--- src/rtl/disp_pkg.sv ---
// Shared display code constants and the update-operation encoding for the display scanner.
package disp_pkg;

  typedef logic [3:0] disp_code_t;

  localparam disp_code_t CODE_BLANK = 4'hF;
  localparam disp_code_t CODE_BAR   = 4'hC;
  localparam disp_code_t CODE_A     = 4'hA;
  localparam disp_code_t CODE_P     = 4'hB;
  localparam disp_code_t CODE_N     = 4'hD;
  localparam disp_code_t CODE_E     = 4'hE;

  typedef enum logic [1:0] {
    OP_NONE,
    OP_CLR,
    OP_SHIFT,
    OP_WRITE
  } disp_op_t;

  // Only one register update per cycle; lower-priority requests are dropped.
  function automatic disp_op_t pick_op(logic clr, logic shift_en, logic wr_en);
    if (clr)           return OP_CLR;
    else if (shift_en) return OP_SHIFT;
    else if (wr_en)    return OP_WRITE;
    else               return OP_NONE;
  endfunction

endpackage

--- src/rtl/disp_scan_if.sv ---
// Front-panel display bus: digit update requests in, multiplexed code/enable out.
interface disp_scan_if
  import disp_pkg::*;
#(
  parameter int unsigned DIGITS = 4
);
  localparam int unsigned AW = (DIGITS > 1) ? $clog2(DIGITS) : 1;

  logic              clr;
  logic              shift_en;
  disp_code_t        shift_data;
  logic              wr_en;
  logic [AW-1:0]     wr_addr;
  disp_code_t        wr_data;
  logic [DIGITS-1:0] blink_mask;
  disp_code_t        data;
  logic [DIGITS-1:0] dig_sel;
  logic              scan_tick;

  modport master (
    output clr, shift_en, shift_data, wr_en, wr_addr, wr_data, blink_mask,
    input  data, dig_sel, scan_tick
  );

  modport slave (
    input  clr, shift_en, shift_data, wr_en, wr_addr, wr_data, blink_mask,
    output data, dig_sel, scan_tick
  );

endinterface

--- src/rtl/disp_scan_tick_gen.sv ---
// Modulo-N counter emitting a single-cycle pulse while it sits at its terminal count N-1.
module tick_gen #(
  parameter int unsigned N = 4
) (
  input  logic clk_i,
  input  logic rst_i,
  output logic tick_o
);

  localparam int unsigned CW = (N > 1) ? $clog2(N) : 1;

  logic [CW-1:0] cnt_q, cnt_d;

  assign tick_o = (cnt_q == CW'(N - 1));

  always_comb begin
    cnt_d = tick_o ? '0 : cnt_q + CW'(1);
  end

  always_ff @(posedge clk_i) begin
    if (rst_i) cnt_q <= '0;
    else       cnt_q <= cnt_d;
  end

endmodule

--- src/rtl/disp_scan.sv ---
// Multiplexed display scanner: per-digit code storage, scan divider, registered code/enable outputs.
// Optional blink of masked digits when DISP_BLINK_EN is defined.
module disp_scan
  import disp_pkg::*;
#(
  parameter int unsigned DIGITS    = 4,
  parameter int unsigned SCAN_DIV  = 1000,
  parameter int unsigned BLINK_DIV = 250000
) (
  input  logic        clk,
  input  logic        rst,
  disp_scan_if.slave  bus
);

  localparam int unsigned AW = (DIGITS > 1) ? $clog2(DIGITS) : 1;

  disp_code_t [DIGITS-1:0] dig_q, dig_d;
  logic [AW-1:0]           idx_q, idx_d;
  disp_code_t              data_q, data_d;
  logic [DIGITS-1:0]       dig_sel_q, dig_sel_d;
  logic                    scan_tick_q;
  logic                    scan_wrap;
  logic                    blank_d;
  disp_op_t                op;

  tick_gen #(.N(SCAN_DIV)) u_scan_div (
    .clk_i  (clk),
    .rst_i  (rst),
    .tick_o (scan_wrap)
  );

  always_comb begin
    op    = pick_op(bus.clr, bus.shift_en, bus.wr_en);
    dig_d = dig_q;
    unique case (op)
      OP_CLR:   dig_d = {DIGITS{CODE_BLANK}};
      OP_SHIFT: dig_d = {dig_q[DIGITS-2:0], bus.shift_data};
      OP_WRITE: begin
        // Addresses at or beyond DIGITS match no slot and are silently dropped.
        for (int unsigned i = 0; i < DIGITS; i++) begin
          if (bus.wr_addr == AW'(i)) dig_d[i] = bus.wr_data;
        end
      end
      default: ;
    endcase
  end

  always_comb begin
    idx_d = idx_q;
    if (scan_wrap) idx_d = (idx_q == AW'(DIGITS - 1)) ? '0 : idx_q + AW'(1);
  end

`ifdef DISP_BLINK_EN
  logic blink_wrap;
  logic phase_q, phase_d;

  tick_gen #(.N(BLINK_DIV)) u_blink_div (
    .clk_i  (clk),
    .rst_i  (rst),
    .tick_o (blink_wrap)
  );

  always_comb begin
    phase_d = phase_q ^ blink_wrap;
    blank_d = phase_d & bus.blink_mask[idx_d];
  end

  always_ff @(posedge clk) begin
    if (rst) phase_q <= 1'b0;
    else     phase_q <= phase_d;
  end
`else
  always_comb blank_d = 1'b0;
`endif

  // Outputs look ahead at next-state values so an update shows up one cycle later.
  always_comb begin
    data_d    = blank_d ? CODE_BLANK : dig_d[idx_d];
    dig_sel_d = ~(DIGITS'(1) << idx_d);
  end

  always_ff @(posedge clk) begin
    if (rst) begin
      dig_q       <= {DIGITS{CODE_BLANK}};
      idx_q       <= '0;
      data_q      <= CODE_BLANK;
      dig_sel_q   <= ~DIGITS'(1);
      scan_tick_q <= 1'b0;
    end else begin
      dig_q       <= dig_d;
      idx_q       <= idx_d;
      data_q      <= data_d;
      dig_sel_q   <= dig_sel_d;
      scan_tick_q <= scan_wrap;
    end
  end

  assign bus.data      = data_q;
  assign bus.dig_sel   = dig_sel_q;
  assign bus.scan_tick = scan_tick_q;

endmodule

--- src/flat_wrapper.sv ---
// flat-port wrapper written by rule: the top's interface ports become plain ports
module disp_scan_flat import disp_pkg::*;
#(
  parameter int unsigned DIGITS    = 4,
  parameter int unsigned SCAN_DIV  = 1000,
  parameter int unsigned BLINK_DIV = 250000
)
  (clk, rst, bus_clr, bus_shift_en, bus_shift_data, bus_wr_en, bus_wr_addr, bus_wr_data, bus_blink_mask, bus_data, bus_dig_sel, bus_scan_tick);
  disp_scan_if #(.DIGITS(DIGITS)) bus_i ();
  input  logic clk;
  input  logic rst;
  input wire logic [$bits(bus_i.clr)-1:0] bus_clr;
  input wire logic [$bits(bus_i.shift_en)-1:0] bus_shift_en;
  input wire logic [$bits(bus_i.shift_data)-1:0] bus_shift_data;
  input wire logic [$bits(bus_i.wr_en)-1:0] bus_wr_en;
  input wire logic [$bits(bus_i.wr_addr)-1:0] bus_wr_addr;
  input wire logic [$bits(bus_i.wr_data)-1:0] bus_wr_data;
  input wire logic [$bits(bus_i.blink_mask)-1:0] bus_blink_mask;
  output wire logic [$bits(bus_i.data)-1:0] bus_data;
  output wire logic [$bits(bus_i.dig_sel)-1:0] bus_dig_sel;
  output wire logic [$bits(bus_i.scan_tick)-1:0] bus_scan_tick;
  assign bus_i.clr = bus_clr;
  assign bus_i.shift_en = bus_shift_en;
  assign bus_i.shift_data = bus_shift_data;
  assign bus_i.wr_en = bus_wr_en;
  assign bus_i.wr_addr = bus_wr_addr;
  assign bus_i.wr_data = bus_wr_data;
  assign bus_i.blink_mask = bus_blink_mask;
  assign bus_data = bus_i.data;
  assign bus_dig_sel = bus_i.dig_sel;
  assign bus_scan_tick = bus_i.scan_tick;
  disp_scan #(.DIGITS(DIGITS), .SCAN_DIV(SCAN_DIV), .BLINK_DIV(BLINK_DIV)) u_core (.clk(clk), .rst(rst), .bus(bus_i));
endmodule
--- config.mk ---
export PLATFORM = sky130hd
export DESIGN_NAME = disp_scan_flat
export DESIGN_NICKNAME = d
export VERILOG_FILES = /design/src/rtl/disp_pkg.sv /design/src/rtl/disp_scan_if.sv /design/src/rtl/disp_scan_tick_gen.sv /design/src/rtl/disp_scan.sv /design/src/flat_wrapper.sv
export SDC_FILE = /design/constraint.sdc
export NUM_CORES = 1
export LEC_CHECK = 0
export CAP_MARGIN = 20
export CORE_MARGIN = 2
export CORE_UTILIZATION = 30
export DETAILED_ROUTE_END_ITERATION = 6
export SLEW_MARGIN = 20
export SYNTH_ARGS = -nofsm -noshare
export SYNTH_HDL_FRONTEND = slang
export SYNTH_SLANG_ARGS = --single-unit
export TNS_END_PERCENT = 10
--- constraint.sdc ---
create_clock -name clk -period 5.3 [get_ports clk]
set_input_delay 1.59 -clock clk [delete_from_list [all_inputs] [get_ports clk]]
set_output_delay 1.59 -clock clk [all_outputs]
set_load 0.02 [all_outputs]
==> implementation parameters <==
Parameter                              Value

Worst setup path
  Req. time, crit path    5520 ps
  Crit path capture    u_core.bus.data[3]
  Crit path capture type    flip-flop
  Nature of the critical path startpoint    primary input
  Worst reg2reg path endpoint    u_core.bus.data[3]
  CP startpoint    bus_clr
  Top fanout value on the critical path    17
  Critical R2R Launch    u_core.u_scan_div.cnt_q[0]
  Worst reg2reg setup slack    2800 ps
  Depth of the most critical reg-to-reg path    6
  Arrival time of the worst setup path    3670 ps
  Class of the most critical setup path    in2reg

Clock tree
  Sink count of the clock tree    37
  CTS tree    done
  Clock latency at the later pin of the worst-skew pair    290 ps
  Clock transition at the register clock pins on the worst setup and hold paths after CTS    80 ps
  Master cell of the clock root buffer    sky130_fd_sc_hd__clkbuf_8
  Number of buffers inserted to repair setup after CTS    0
  Total of hold buffers inserted after clock tree synthesis    0
  Number of clock buffers inserted by TritonCTS    5
  Max H-tree Level    2
  Maximum clock insertion buffer count    2
  Post-cts repair resize count    0

Logic synthesis
  Adder and majority cell fraction of the synthesized area    1.41%
  Synthesized netlist cell count    202
  Combinational family with the most area after synthesis    simple AND/OR/NAND/NOR gates
  Xor and xnor area share after synthesis    3.96%
  Basic-gate share of the synthesized area counting and, or, nand and nor cells    23.6%
  Seq cells post-synth    37
  EDFF count, synth    0
  Post-synthesis mux area share    7.63%
  Complex-gate fraction of the synthesized area    18.5%
  Post-synthesis sequential area ratio    41.8%
  Proportion of register bits with asynchronous set or reset after synthesis    0%
  Netlist area before placement    1770 sq um
  Distinct cells, synth    36
  Number of nets in the synthesized netlist    223
  Number of warnings printed during yosys synthesis    0
  Dominant synthesized flop cell    sky130_fd_sc_hd__dfxtp_1
  Average size of a mapped cell    8.76 sq um

Detailed routing
  Post-detailed-routing wire length    3.83 mm
  Final routed wire length divided by cell count    12.9 um
  Via count    1,447
  Post-route DRC violation count    0
  Post-route ant nets    0
  Vias per cell    4.89
  Drt first pass iters    4
  Iteration-0 DRC Markers    49

Floorplanning
  Height of the die    80.8 um
  Boundary Pins    28
  Initial standard-cell utilization of the core    31.6%
  Number of cell rows    27
  Horizontal extent of the die    80.8 um
  Die area    6530 sq um
  Area inside the core boundary    5610 sq um

Placement
  Detailed placement HPWL    2.69 mm
  Cell total after placement    288
  Placer Congestion    0.818
  Count of input and output buffers    23
  Post-place setup slack    1550 ps

Timing
  Ratio of final minimum period to clock period    65.0%
  Worst Setup Slack, final    1860 ps
  Highest achievable clock rate    290 MHz
  Largest clock skew in the final design    9.99 ps
  Hold slack    449 ps
  RSZ-0062 raised after global routing    no
  Worst relative slew slack    36.9%
  Final hold violation count    0
  Max-slew violation count    0
  Slew at the pin closest to its max-slew limit    927 ps
  Period minus WS final    3440 ps
  Setup violation total in the final timing report    0
  Post-route setup TNS    0 ps

Cells and area
  Area growth from synthesis to layout    21.1%
  Finished Layout Cells    296
  Commonest non-fill, non-tap cells in the layout    37 x sky130_fd_sc_hd__dfxtp_1, 24 x sky130_fd_sc_hd__a21oi_1, 23 x sky130_fd_sc_hd__clkdlybuf4s50_1, 22 x sky130_fd_sc_hd__nor2_1, 18 x sky130_fd_sc_hd__nand2b_1
  Final layout net count    244
  Number of antenna repair diodes    0
  Commonest non-fill, non-tap cell in the layout    sky130_fd_sc_hd__dfxtp_1
  Proportion of layout cells with a drive suffix above 1    10.7%
  Core occupancy in the finished layout    38.2%

Global route
  GRT Resource Usage Total    12.9%
  Remaining Overflow, GRT    0
  First-pass GRT wire length    6.39 mm
  Largest net degree at the start of global routing    23
  Vias in the first global route    1,428
  Initial antenna violation count    0

Min path
  Depth of the worst hold-timing path    1
  Hold/Removal Path Class    reg2reg

Pwr
  Max rail drop VDD    117 uV
  Static Leakage    0.815 nW
  Power density over the cells    264 nW/um^2

Run
  Maximum capacitance violations    0

Run status
  Run status    completed
[registers in the layout, summed over array words and instances (netlist names)]
signal,count
u_core.idx_q,2
u_core.u_scan_div.cnt_q,10
u_core.bus.scan_tick,1
u_core.dig_q,16
u_core.bus.dig_sel,4
u_core.bus.data,4
[per-stage QoR]
| step | total power, mW | area, sq um |
|---|---|---|
| floorplan | 0.337 | 1770 |
| global route | 0.593 | 2140 |
| global placement | 0.363 | 2050 |
| CTS | 0.573 | 2140 |
| finish | 0.566 | 2140 |
| detailed placement | 0.363 | 2050 |
[kinds of logic (layout without fill, tap and decap cells)]
| family | after synthesis | count (layout) |
|---|---|---|
| muxes | 13 | 13 |
| xor gates and xnor gates | 8 | 8 |
| adders and majority gates | 2 | 2 |
| buffers and inverters | 12 | 34 |
| DFF | 37 | 37 |
| AOI/OAI and AO/OA | 54 | 54 |
| and+or+nand+nor | 76 | 76 |
[power breakdown]
| group | internal (mW) | leakage [nW] | switching, mW |
|---|---|---|---|
| clock network | 0.105 | 0.0512 | 0.104 |
| logic | 0.0319 | 0.462 | 0.0349 |
| registers | 0.286 | 0.302 | 0.00370 |
| total | 0.423 | 0.815 | 0.143 |
[synthesized netlist by cell type, drive strengths merged (2+ instances only)]
library cell | instances | area share, %
xor2 | 4 | 2.0
clkbuf | 6 | 1.3
buf | 3 | 1.1
dfxtp | 37 | 42
o31ai | 3 | 1.3
o21ai | 12 | 3.4
a2bb2oi | 6 | 3.0
ha | 2 | 1.4
a21o | 3 | 1.3
inv | 3 | 0.64
nor2 | 22 | 4.7
nor3 | 5 | 1.7
or2 | 8 | 2.8
nand2 | 10 | 2.1
xnor2 | 4 | 2.0
nand3 | 6 | 1.7
a21oi | 24 | 6.8
mux2i | 12 | 7.0
a22oi | 3 | 1.3
nand2b | 18 | 6.4
[layout make-up]
cell class                 count  area, sq um
fill                         606         3460
multi-input combinational    153          976
sequential                    37          741
timing repair buffer          23          230
tap                           72         90.1
clock buffer                   6         82.6
clock inverter                 2         13.8
inverter                       3         11.3
[critical path, stage by stage]
cell and delay (ps):
sky130_fd_sc_hd__clkdlybuf4s50_1 750, sky130_fd_sc_hd__nor3b_2 540, sky130_fd_sc_hd__o21ai_0 160, sky130_fd_sc_hd__nand2_1 90, sky130_fd_sc_hd__o21ai_0 120, sky130_fd_sc_hd__mux2_2 290, sky130_fd_sc_hd__a21oi_1 130
[worst min-delay path by stage]
stage	slack (ps)	start	to
finish	450	u_core.u_scan_div.cnt_q[0]	u_core.u_scan_div.cnt_q[0]
global route	490	u_core.u_scan_div.cnt_q[0]	u_core.u_scan_div.cnt_q[0]
CTS	450	u_core.u_scan_div.cnt_q[0]	u_core.u_scan_div.cnt_q[0]
detailed placement	440	u_core.u_scan_div.cnt_q[0]	u_core.u_scan_div.cnt_q[0]
global placement	430	u_core.u_scan_div.cnt_q[0]	u_core.u_scan_div.cnt_q[0]
floorplan	420	u_core.u_scan_div.cnt_q[0]	u_core.u_scan_div.cnt_q[0]
[metal layers]
layer / wire, um / global-route usage [%] / share of wire, % / vias to the layer above
met3: 156 / 4.78 / 4.1 / 6
met4: 65 / 5.59 / 1.7 / 0
met2: 1800 / 20.8 / 47 / 25
met1: 1810 / 15.5 / 47 / 670
met5: 0 / 0 / 0 / -
li1: - / - / - / 746
Note: power is estimated with default switching activity, not from simulation.
==> RTL change, RTL diff (config.mk and constraints unchanged) <==
`SCAN_DIV` is set to 1000 in 2 places; all go to 250.
--- a/src/rtl/disp_scan.sv
+++ b/src/rtl/disp_scan.sv
@@ -4,7 +4,7 @@
   import disp_pkg::*;
 #(
   parameter int unsigned DIGITS    = 4,
-  parameter int unsigned SCAN_DIV  = 1000,
+  parameter int unsigned SCAN_DIV  = 250,
   parameter int unsigned BLINK_DIV = 250000
 ) (
   input  logic        clk,
--- a/src/flat_wrapper.sv
+++ b/src/flat_wrapper.sv
@@ -2,7 +2,7 @@
 module disp_scan_flat import disp_pkg::*;
 #(
   parameter int unsigned DIGITS    = 4,
-  parameter int unsigned SCAN_DIV  = 1000,
+  parameter int unsigned SCAN_DIV  = 250,
   parameter int unsigned BLINK_DIV = 250000
 )
   (clk, rst, bus_clr, bus_shift_en, bus_shift_data, bus_wr_en, bus_wr_addr, bus_wr_data, bus_blink_mask, bus_data, bus_dig_sel, bus_scan_tick);
Check against the original RTL: no difference found for any inputs over 10 cycles, from zero or initial values and one cycle with rst high; that may be too few to reach the edited logic, so the function may still have changed.
==> RTL change against the original RTL <==
  * Wire length fell by 9.6%
  * Count of clock-buffer cells in the layout did not move
  * Power fell by 1.7%
  * Sequential cell count fell by 2
  * Core utilization rose by 1.4 points
  * Sequential share of layout area fell by 0.33 points
  * Combinational power fell by 22%
  * Final area fell by 4.5%
  * Setup slack improved by 0.29 ns
  * Area after synthesis fell by 7.6%
  * Hold slack improved by 0.028 ns
  * Critical path type unchanged
==> RTL change: results (changes against the original RTL) <==
status: finished clean
Cells after DPL: 278 (-3.5%)
clock slew at reported path FFs: 0.07 ns
CP Class: in2reg
share of cells above drive strength 1: 14.4% (+3.7 points)
Synth Area per Inst: 8.61 um^2 (-1.7%)
CTS Buf Count: 5 (unchanged)
Fmax: 0.317 GHz (+9.3%)
Skew-Pair Late Insertion Delay: 0.28 ns
Pleak: 0.790 nW (-3.0%)
Synth cell types: 28 (-22%)
H-tree depth: 2 (unchanged)
reg-to-reg slack, setup: 3.20 ns (+0.40 ns)
min-delay src: u_core.u_scan_div.cnt_q[0]
syn_nets: 212 (-4.9%)
Post-synth top cells: 38 x nand2_1, 35 x dfxtp_1, 17 x nor3b_1, 17 x or2_2, 16 x a31oi_1
wire length per cell: 12.1 um (-6.1%)
n_diodes: 0 (unchanged)
DRT iter0 DRCs: 77 (+57%)
global-route wire length before repair: 5590 um (-13%)
Slew headroom: 42.6% (+5.6 points)
Detail Placement HPWL: 2440 um (-9.2%)
initial antenna violation count: 0 (unchanged)
FF-to-FF End: u_core.bus.data[1]
worst min-delay path class: reg2reg
CP max FO: 17 (unchanged)
largest net degree at the start of global routing: 27 (+17%)
worst slack at placement: 1.89 ns (+0.346 ns)
maximum VDD drop: 122 uV (+4.7%)
reg2reg path depth: 5 (-1)
Placer Congestion: 0.760 (-7.1%)
DRT Pass-1 Iters: 4 (unchanged)
Seq/Total Area, Yosys: 42.8% (+0.98 points)
Synth Flop Type: dfxtp_1
Async SR Flop Fraction: 0% (unchanged)
vias in the first global route: 1,222 (-14%)
post-CTS sizing: 0 (unchanged)
setup bufs post-CTS: 0 (unchanged)
via/cell ratio: 4.87 (-0.30%)
Area after DPL: 0.00195 mm^2 (-5.0%)
leading post-synthesis cells by cell area: dfxtp_1 43%, nand2_1 8.7%, nor3b_1 7.8%
I/O Buffers: 23 (unchanged)
crit path launch: bus_shift_en
deepest clock path buffer count: 2 (unchanged)
cell count of the worst hold path: 1 (unchanged)
Top Registers: u_core.dig_q: 16 flops, u_core.u_scan_div.cnt_q: 8 flops
CTS root buffer: clkbuf_8
GRT Total Usage: 11.6% (-1.3 points)
RR Startpoint: u_core.u_scan_div.cnt_q[3]
Vias: 1,389 (-4.0%)
fin nets: 237 (-2.9%)
data arrival time of the critical path: 3.30 ns (-0.37 ns)
yosys warns: 0 (unchanged)
Worst Skew: 0.00391 ns (-0.00609 ns)
==> RTL change: cell type report <==
type                       count  area [um^2]
inverter                       1         3.75
sequential                    35          701
multi-input combinational    146          901
fill                         512         3120
clock inverter                 1         30.0
tap                           70         87.6
timing repair buffer          26          253
clock buffer                   6         72.6
==> RTL change: critical path: stages <==
cell             delay (ns)
clkdlybuf4s50_1        0.40
buf_4                  0.19
nor2_1                 0.29
buf_4                  0.26
a31oi_1                0.12
a221oi_1               0.29
o21ai_0                0.15
==> RTL change: kinds of logic after synthesis <==
logic type,count (synthesis),synth area share [%]
compound gates,26,10.1
xor+xnor,6,3.21
fa+ha+maj,3,2.29
buf+inv,9,2.14
flops,35,42.8
mux,9,5.81
simple gates,102,33.6
==> RTL change: how the worst min path moves through the flow <==
| stage | endpoint | slack (ns) |
|---|---|---|
| after floorplan | u_core.u_scan_div.cnt_q[0] | 0.43 |
| after global placement | u_core.u_scan_div.cnt_q[0] | 0.45 |
| after detailed placement | u_core.u_scan_div.cnt_q[0] | 0.47 |
| after CTS | u_core.u_scan_div.cnt_q[0] | 0.49 |
| after global routing | u_core.u_scan_div.cnt_q[0] | 0.54 |
| final | u_core.u_scan_div.cnt_q[0] | 0.48 |
==> RTL change: where the power goes <==
part | total (mW) | internal, mW | switching, mW
clock | 0.231 | 0.138 | 0.0930
combinational | 0.0522 | 0.0256 | 0.0266
sequential | 0.273 | 0.269 | 0.00396
==> RTL change: metal layers <==
layer | track usage [%] | vias up | share of wire, %
met4 | 3.75 | 0 | 1.4
met5 | 0 | - | 0
met3 | 3.60 | 4 | 3.9
met1 | 14.9 | 650 | 47
met2 | 18.6 | 23 | 48
li1 | - | 712 | -
